==> config.mk <==
export PLATFORM = sky130hd
export DESIGN_NAME = cpu_sequencer
export DESIGN_NICKNAME = d
export VERILOG_FILES = /design/src/rtl/cpu_sequencer.sv
export SDC_FILE = /design/constraint.sdc
export NUM_CORES = 1
export LEC_CHECK = 0
export ABC_AREA = 1
export CAP_MARGIN = 20
export CORE_MARGIN = 2
export CORE_UTILIZATION = 45
export DETAILED_ROUTE_END_ITERATION = 7
export GPL_TIMING_DRIVEN = 1
export PLACE_DENSITY_LB_ADDON = 0.05
export SYNTH_ARGS = -nofsm -noshare
export SYNTH_HDL_FRONTEND = slang
export SYNTH_SLANG_ARGS = --single-unit
export TNS_END_PERCENT = 5
==> constraint.sdc <==
create_clock -name clk -period 4.2 [get_ports clk]
set_input_delay 0.84 -clock clk [delete_from_list [all_inputs] [get_ports clk]]
set_output_delay 0.84 -clock clk [all_outputs]
set_load 0.005 [all_outputs]
==> src/rtl/cpu_sequencer.sv <==
// Instruction-cycle controller: steps FETCH/DECODE/EXEC/WB, drives the PC command
// and phase enables, with a phase-stretch divider and run/step/halt controls.
module cpu_sequencer #(
  parameter int unsigned TICK_DIV = 1,
  parameter int          CNT_W    = 16
) (
  input  logic             clk,
  input  logic             clear,
  input  logic             run,
  input  logic             step,
  input  logic             halt_req,
  output logic [1:0]       en_pc,
  output logic             fetch_en,
  output logic             decode_en,
  output logic             exec_en,
  output logic             wb_en,
  output logic             busy,
  output logic             halted,
  output logic [2:0]       phase,
  output logic [CNT_W-1:0] instr_count
);

  typedef enum logic [2:0] {
    IDLE   = 3'd0,
    FETCH  = 3'd1,
    DECODE = 3'd2,
    EXEC   = 3'd3,
    WB     = 3'd4,
    HALT   = 3'd5
  } state_t;

  // A divider of 0 behaves like 1: every phase then ends on its first cycle.
  localparam logic [31:0] DIV_LAST = (TICK_DIV == 0) ? 32'd0 : TICK_DIV - 32'd1;

  state_t      state, state_nxt;
  logic [31:0] div_cnt;
  logic        step_d, step_pend, pend_nxt;
  logic        step_edge, phase_end, in_instr;

  logic [1:0]  en_pc_nxt;
  logic        fetch_nxt, decode_nxt, exec_nxt, wb_nxt, busy_nxt, halted_nxt;

  assign step_edge = step & ~step_d;
  assign phase_end = (div_cnt == DIV_LAST);
  assign in_instr  = (state == FETCH) || (state == DECODE) ||
                     (state == EXEC)  || (state == WB);
  assign phase     = state;

  always_comb begin
    state_nxt = state;
    pend_nxt  = step_pend;
    if (in_instr && step_edge) pend_nxt = 1'b1;
    case (state)
      IDLE: begin
        if (halt_req) begin
          state_nxt = HALT;
        end else if (run || step_edge || step_pend) begin
          state_nxt = FETCH;
          pend_nxt  = 1'b0;
        end
      end
      FETCH:  if (phase_end) state_nxt = DECODE;
      DECODE: if (phase_end) state_nxt = EXEC;
      EXEC:   if (phase_end) state_nxt = WB;
      WB: begin
        if (phase_end) begin
          if (halt_req) begin
            state_nxt = HALT;
          end else if (run) begin
            state_nxt = FETCH;
          end else if (step_pend) begin
            state_nxt = FETCH;
            pend_nxt  = 1'b0;
          end else begin
            state_nxt = IDLE;
          end
        end
      end
      HALT:    state_nxt = HALT;
      default: state_nxt = IDLE;
    endcase
  end

  // Outputs are decoded from the next state so they land with the state register.
  always_comb begin
    en_pc_nxt  = 2'b00;
    fetch_nxt  = 1'b0;
    decode_nxt = 1'b0;
    exec_nxt   = 1'b0;
    wb_nxt     = 1'b0;
    busy_nxt   = 1'b0;
    halted_nxt = 1'b0;
    case (state_nxt)
      FETCH:  begin en_pc_nxt = 2'b10; fetch_nxt  = 1'b1; busy_nxt = 1'b1; end
      DECODE: begin en_pc_nxt = 2'b01; decode_nxt = 1'b1; busy_nxt = 1'b1; end
      EXEC:   begin en_pc_nxt = 2'b01; exec_nxt   = 1'b1; busy_nxt = 1'b1; end
      WB:     begin en_pc_nxt = 2'b11; wb_nxt     = 1'b1; busy_nxt = 1'b1; end
      HALT:   halted_nxt = 1'b1;
      default: ;
    endcase
  end

  always_ff @(posedge clk) begin
    if (clear) begin
      state       <= IDLE;
      div_cnt     <= '0;
      step_d      <= 1'b0;
      step_pend   <= 1'b0;
      instr_count <= '0;
      en_pc       <= 2'b00;
      fetch_en    <= 1'b0;
      decode_en   <= 1'b0;
      exec_en     <= 1'b0;
      wb_en       <= 1'b0;
      busy        <= 1'b0;
      halted      <= 1'b0;
    end else begin
      state     <= state_nxt;
      step_d    <= step;
      step_pend <= pend_nxt;
      div_cnt   <= (in_instr && !phase_end) ? div_cnt + 32'd1 : 32'd0;
      if (state == WB && phase_end) instr_count <= instr_count + 1'b1;
      en_pc     <= en_pc_nxt;
      fetch_en  <= fetch_nxt;
      decode_en <= decode_nxt;
      exec_en   <= exec_nxt;
      wb_en     <= wb_nxt;
      busy      <= busy_nxt;
      halted    <= halted_nxt;
    end
  end

endmodule

==> results by group, run 1 <==
Pwr
  – Worst VDD drop: roughly 0.00034 V
  – Power density cells: 388 nW/µm²
  – P_leak: 1.74 nW

Drt
  – Post-route ant nets: 0
  – Via count: roughly 3200
  – DRT iter0 DRCs: ~140
  – Drt via density: 4.91
  – Pre-antenna DRT Iters: 5
  – WL final: 7930 µm
  – Drc violations: 0
  – WL/cell: 12.2 µm

CTS
  – CTS tree: yes
  – Worst-path clk slew: 70 ps
  – Level count of the clock H-tree: 3
  – Max Buffers Root-to-Sink: 2
  – Clk sinks: 61
  – Post-cts sizing count: 0
  – Post-CTS Setup Bufs: 0
  – CTS Root Buffer Type: clkbuf_8
  – TritonCTS buffer count: 9
  – CTS Hold Bufs: 0
  – Clk Latency, worst-skew pair: 340 ps

Placed design
  – Placer Congestion: around 0.90
  – Port Buffers: 31
  – Hpwl dp: 6040 µm

STA
  – Hold Violations, Final: 0
  – Fmax: 0.425 GHz
  – Slew HR: 54.4%
  – Fin crit share: ~56%
  – Setup TNS: 0 ps
  – Period minus WS final: 2350 ps
  – Worst Skew: 12.1 ps
  – Final Slew Violations: 0
  – Worst-case hold slack: approximately 470 ps
  – Worst slew pin tran: between 600 and 700 ps
  – Unrepaired setup endpoints after global routing: no
  – Setup violators final: 0

Logic synthesis
  – Synth Area in XOR/XNOR: under 10%
  – Cell taking the most area after synthesis: dfxtp_1
  – Post-Syn Instances: 512
  – Syn. warnings: 0
  – Most frequent cell after synthesis: nand2_1
  – Top post-synthesis cells by area: dfxtp_1, nand2_1, nor2_1
  – Area share of fa/ha/maj cells after synthesis: 1.09%
  – Syn Nets: 520
  – Yosys top cell area share: a little over a third
  – Combinational family with the most area after synthesis: simple AND/OR/NAND/NOR gates
  – Synth async-reset ratio: 0%
  – Distinct cells, synth: 35
  – Seq/Total Area, Yosys: 35.4%
  – Mux cell area share after synthesis: 0%
  – Number of synthesized flops with an enable pin: 0
  – Simple-gate share of the synthesized area: 41.7%
  – #FFs+latches synth: 61
  – Commonest cells in the netlist: nand2_1, nor2_1, inv_1
  – Most used DFF post-synth: dfxtp_1
  – Synthesized cell area: 3450 µm²
  – Compound-cell area share of the yosys netlist: approximately 6%
  – Syn_area_per_cell: 6.74 µm²

Outcome
  – Status: finished, final reports clean

Cells and area
  – Fillers: slightly below 700
  – Syn-to-layout area delta: 18.0%
  – Nets: 555
  – Layout cells sized above 1: about 9.8%
  – Diodes inserted: 0

Global route
  – Initial antenna violation count: 0
  – Largest net degree at the start of global routing: 18
  – Vias in the first global route: about 3000
  – GRT overflow: 0
  – First-pass GRT wire length: 13500 µm
  – Gr usage total: 20.1%

Critical path
  – CP startpoint kind: primary input
  – RR Startpoint: div_cnt[0]
  – CP top delay family: buffers and inverters
  – Critical R2R Capture: div_cnt[9]
  – R2R depth: 11
  – Slowest stage delay, CP: 450 ps
  – R2R Setup Slk: between 2000 and 2500 ps
  – Crit path kind: primary input to register
  – Crit path required time: 4430 ps
  – Crit end category: register
  – Sequence of cells on the critical path: clkdlybuf4s50_1 > buf_4 > clkinv_1 > nand3_2 > inv_2 > o21ai_0 > a21oi_1
  – Crit Path Max Fanout: 17
  – WP data arrival: 2580 ps
  – Worst path buffer plus inverter count: 4
  – Slowest stage cell on the critical path: clkdlybuf4s50_1

Worst hold path
  – Hold_sp: div_cnt[0]
  – Worst Hold End: div_cnt[0]
  – Worst hold path depth: 1
  – Hold crit path type: register to register

Floorplan
  – Io pins: 32
  – Starting Density: between 40% and 50%
  – Row cnt: 31
  – Chip width: 91.6 µm
  – Area of the die: 8390 µm²
  – Die height: ~90 µm
  – Core ar.: 7330 µm²

Job
  – Max cap viols: 0
-- metrics by stage --
step / std cells / util (%) / setup WS, ps / cell area, µm² / power, mW
after floorplan: 512 / - / 2370 / 3450 / 0.864
final: 651 / 55.6 / 1850 / 4080 / 1.58
after detailed placement: 635 / 52.6 / 1490 / 3850 / 1.00
after global routing: 651 / 55.6 / 1620 / 4080 / 1.67
after CTS: 651 / 55.6 / 1850 / 4080 / 1.59
after global placement: 635 / 52.6 / 1540 / 3850 / 1.00
-- worst register-to-register path, delay by kind of cell, from the launching register on --
family	cells	cell delay [ps]
adders and majority gates	1	180
buffers and inverters	3	520
DFF	1	390
and+or+nand+nor	5	600
AOI/OAI and AO/OA	2	290
-- how the worst max path moves through the flow --
stage	from	slack, ps	cells after the start	endpoint
after floorplan	run	2370	7	busy
after global placement	clear	1540	7	div_cnt[9]
after detailed placement	clear	1490	7	div_cnt[9]
after CTS	clear	1850	7	div_cnt[9]
after global routing	clear	1620	7	div_cnt[9]
final	clear	1850	7	div_cnt[9]
-- registers in the layout (all words and copies together) (netlist names), 2 cells and up --
register	count
div_cnt	32
instr_count	16
phase	3
en_pc	2
-- layer usage --
layer | share of wire (%) | track usage, %
met5 | 0 | 0
met2 | 43 | 30.1
met1 | 51 | 28.4
met4 | 1.1 | 7.95
met3 | 4.7 | 3.65
-- power breakdown --
| group | switching [mW] | leakage, nW | total (mW) | internal [mW] |
|---|---|---|---|---|
| clock network | 0.253 | 0.106 | 0.589 | 0.336 |
| registers | 0.0343 | 0.494 | 0.663 | 0.629 |
| logic | 0.181 | 1.14 | 0.328 | 0.147 |
| total | 0.468 | 1.74 | 1.58 | 1.11 |
-- cell usage in the layout (no fill, tap or decap), drive strengths merged --
master and n:
nor4 8, clkdlybuf4s50 31, ha 3, o21ai 12, buf 1, nor3 19, bufinv 2, clkbuf 9
or2 2, a21oi 26, dfxtp 61, nor2 87, xor2 20, o21a 1, clkinvlp 2, xnor2 7
nand4 15, nor3b 2, nand2 137, inv 72, clkinv 4, nor4b 1, nand3 27, nand3b 3
-- cell type report --
class	count	area, µm²	area share, %
Timing Repair Buffer	32	318	7.80
Clock inverter	7	97.6	2.39
Sequential cell	61	1220	30.0
Tap cell	99	124	3.04
Clock buffer	9	124	3.04
Multi-Input combinational cell	370	1920	47.0
Inverter	73	275	6.75
-- cells by family after synthesis --
kind of cell | Yosys count
simple gates | 301
flops | 61
compound gates | 39
xor+xnor | 27
buf+inv | 81
fa+ha+maj | 3
Power figures use the tool's default switching activity.
==> inputs of run 2 (changes only) <==
==> constraint.sdc (replaced) <==
create_clock -name clk -period 2.2 [get_ports clk]
set_input_delay 0.44 -clock clk [delete_from_list [all_inputs] [get_ports clk]]
set_output_delay 0.44 -clock clk [all_outputs]
set_load 0.005 [all_outputs]
==> results by group, run 2 (same netlist as run 1, synthesis figures left out) <==
Outcome
  – Status: finished, final reports clean

Pwr
  – Sw Share: 30.2%
  – Comb pwr share: 22.4%
  – Power density cells: 698 nW/µm²
  – Switching power total: 859 µW
  – Worst VDD drop: between 0.0005 and 0.0006 V
  – Total chip power: 2.84 mW
  – P_leak: 1.75 nW
  – Internal Power: slightly below 2 mW
  – Sequential power share: 44.6%
  – Clk pwr share: approximately 33%

Critical path
  – R2R Setup Slk: roughly 390 ps
  – Crit path kind: register to register
  – RR Startpoint: div_cnt[22]
  – R2R depth: 8
  – CP startpoint kind: register
  – Crit Path Max Fanout: 11
  – Crit path required time: between 2000 and 2500 ps
  – WP data arrival: ~2000 ps
  – Crit end category: register
  – Critical R2R Capture: instr_count[15]

CTS
  – Clk Latency, worst-skew pair: 340 ps
  – CTS tree: yes
  – Max Buffers Root-to-Sink: 2
  – Worst-path clk slew: 70 ps
  – Post-cts sizing count: 0
  – Level count of the clock H-tree: 3
  – TritonCTS buffer count: 9
  – CTS Hold Bufs: 0
  – CTS Root Buffer Type: clkbuf_8
  – Clk sinks: 61
  – Post-CTS Setup Bufs: 0

STA
  – Worst Skew: 11.8 ps
  – Period minus WS final: 1810 ps
  – Setup TNS: 0 ps
  – Worst slew pin tran: between 400 and 500 ps
  – Hold Violations, Final: 0
  – Setup violators final: 0
  – Final Slew Violations: 0
  – Fin crit share: slightly above 80%
  – Unrepaired setup endpoints after global routing: no
  – Worst-case hold slack: 481 ps
  – Slew HR: 68.4%
  – Fmax: 0.551 GHz

Floorplan
  – Starting Density: 47.1%
  – Io pins: 32
  – Area of the die: 8390 µm²
  – Core ar.: between 7000 and 8000 µm²
  – Die height: 91.6 µm
  – Chip width: 91.6 µm
  – Row cnt: 31

Drt
  – WL final: 8050 µm
  – Post-route ant nets: 0
  – WL/cell: between 10 and 15 µm
  – Drt via density: 4.96
  – DRT iter0 DRCs: 162
  – Via count: 3247
  – Pre-antenna DRT Iters: 4
  – Drc violations: 0

Placed design
  – Hpwl dp: 6140 µm
  – Port Buffers: 31
  – Placer Congestion: around 0.95

Cells and area
  – Most common cell after layout, fill and taps aside: nand2_1
  – Layout cells sized above 1: ~10%
  – Fillers: 714
  – Largest register FFs: 32
  – Most frequent cells in the layout: nand2_1, nor2_1, inv_1
  – Diodes inserted: 0
  – Syn-to-layout area delta: 17.9%
  – Area of the multi-input gates: around 1900 µm²
  – Nets: 559
  – FF+latch area: approximately 1200 µm²
  – Biggest register: div_cnt

Worst hold path
  – Hold_sp: div_cnt[0]
  – Worst hold path depth: 1
  – Worst Hold End: div_cnt[0]
  – Hold crit path type: register to register

Global route
  – Largest net degree at the start of global routing: 18
  – GRT overflow: 0
  – Vias in the first global route: ~3000
  – First-pass GRT wire length: ~14000 µm
  – Gr usage total: between 20 and 25%
  – Initial antenna violation count: 0

Job
  – Max cap viols: 0
-- run 2: how the worst max path moves through the flow --
| stage | depth (start not counted) | from | to |
|---|---|---|---|
| 3_5_place_dp | 8 | run | busy |
| 3_3_place_gp | 8 | run | busy |
| 5_1_grt | 8 | div_cnt[22] | instr_count[11] |
| 6_report | 8 | div_cnt[22] | instr_count[15] |
| 4_1_cts | 13 | div_cnt[0] | div_cnt[18] |
| 2_1_floorplan | 13 | div_cnt[0] | div_cnt[18] |
-- run 2: metal layers --
| layer | track usage, % | vias up | part of all wire, % |
|---|---|---|---|
| met2 | 32.1 | 55 | 45 |
| met5 | 0 | - | 0 |
| li1 | - | 1697 | - |
| met4 | 6.57 | 0 | 0.77 |
| met1 | 29.2 | 1488 | 50 |
| met3 | 3.40 | 7 | 3.7 |
-- run 2: through the flow --
stage	util (%)	std cells	setup WS, ps	instance area, µm²
finish	55.5	654	386	4070
floorplan	-	512	598	3450
detailed placement	53.0	639	198	3880
global placement	53.0	639	220	3880
global route	55.5	654	141	4070
CTS	55.5	654	363	4070
-- run 2: layout make-up --
cell class              count  area share [%]
clock buffers              12            4.06
clock inverters             3           0.492
inverters                  73            6.76
multi-input cells         370            47.1
flip-flops and latches     61            30.0
well taps                  99            3.04
repair buffers             36            8.55
-- run 2: power by group through the flow --
stage / clock network (mW) / logic, mW / registers, mW
after CTS: 0.955 / 0.640 / 1.27
final: 0.936 / 0.638 / 1.27
after global routing: 1.02 / 0.724 / 1.28
after global placement: 0 / 0.631 / 1.29
after floorplan: 0 / 0.362 / 1.29
after detailed placement: 0 / 0.636 / 1.29
-- run 2: critical path, cell delays in order (launching register included) --
cell and delay [ps]:
dfxtp_1 380, nor2_1 230, nand3_1 100, nor2_1 160
nand4_1 180, nor2_1 140, nand2_1 280, nand2_1 150
a21oi_1 70
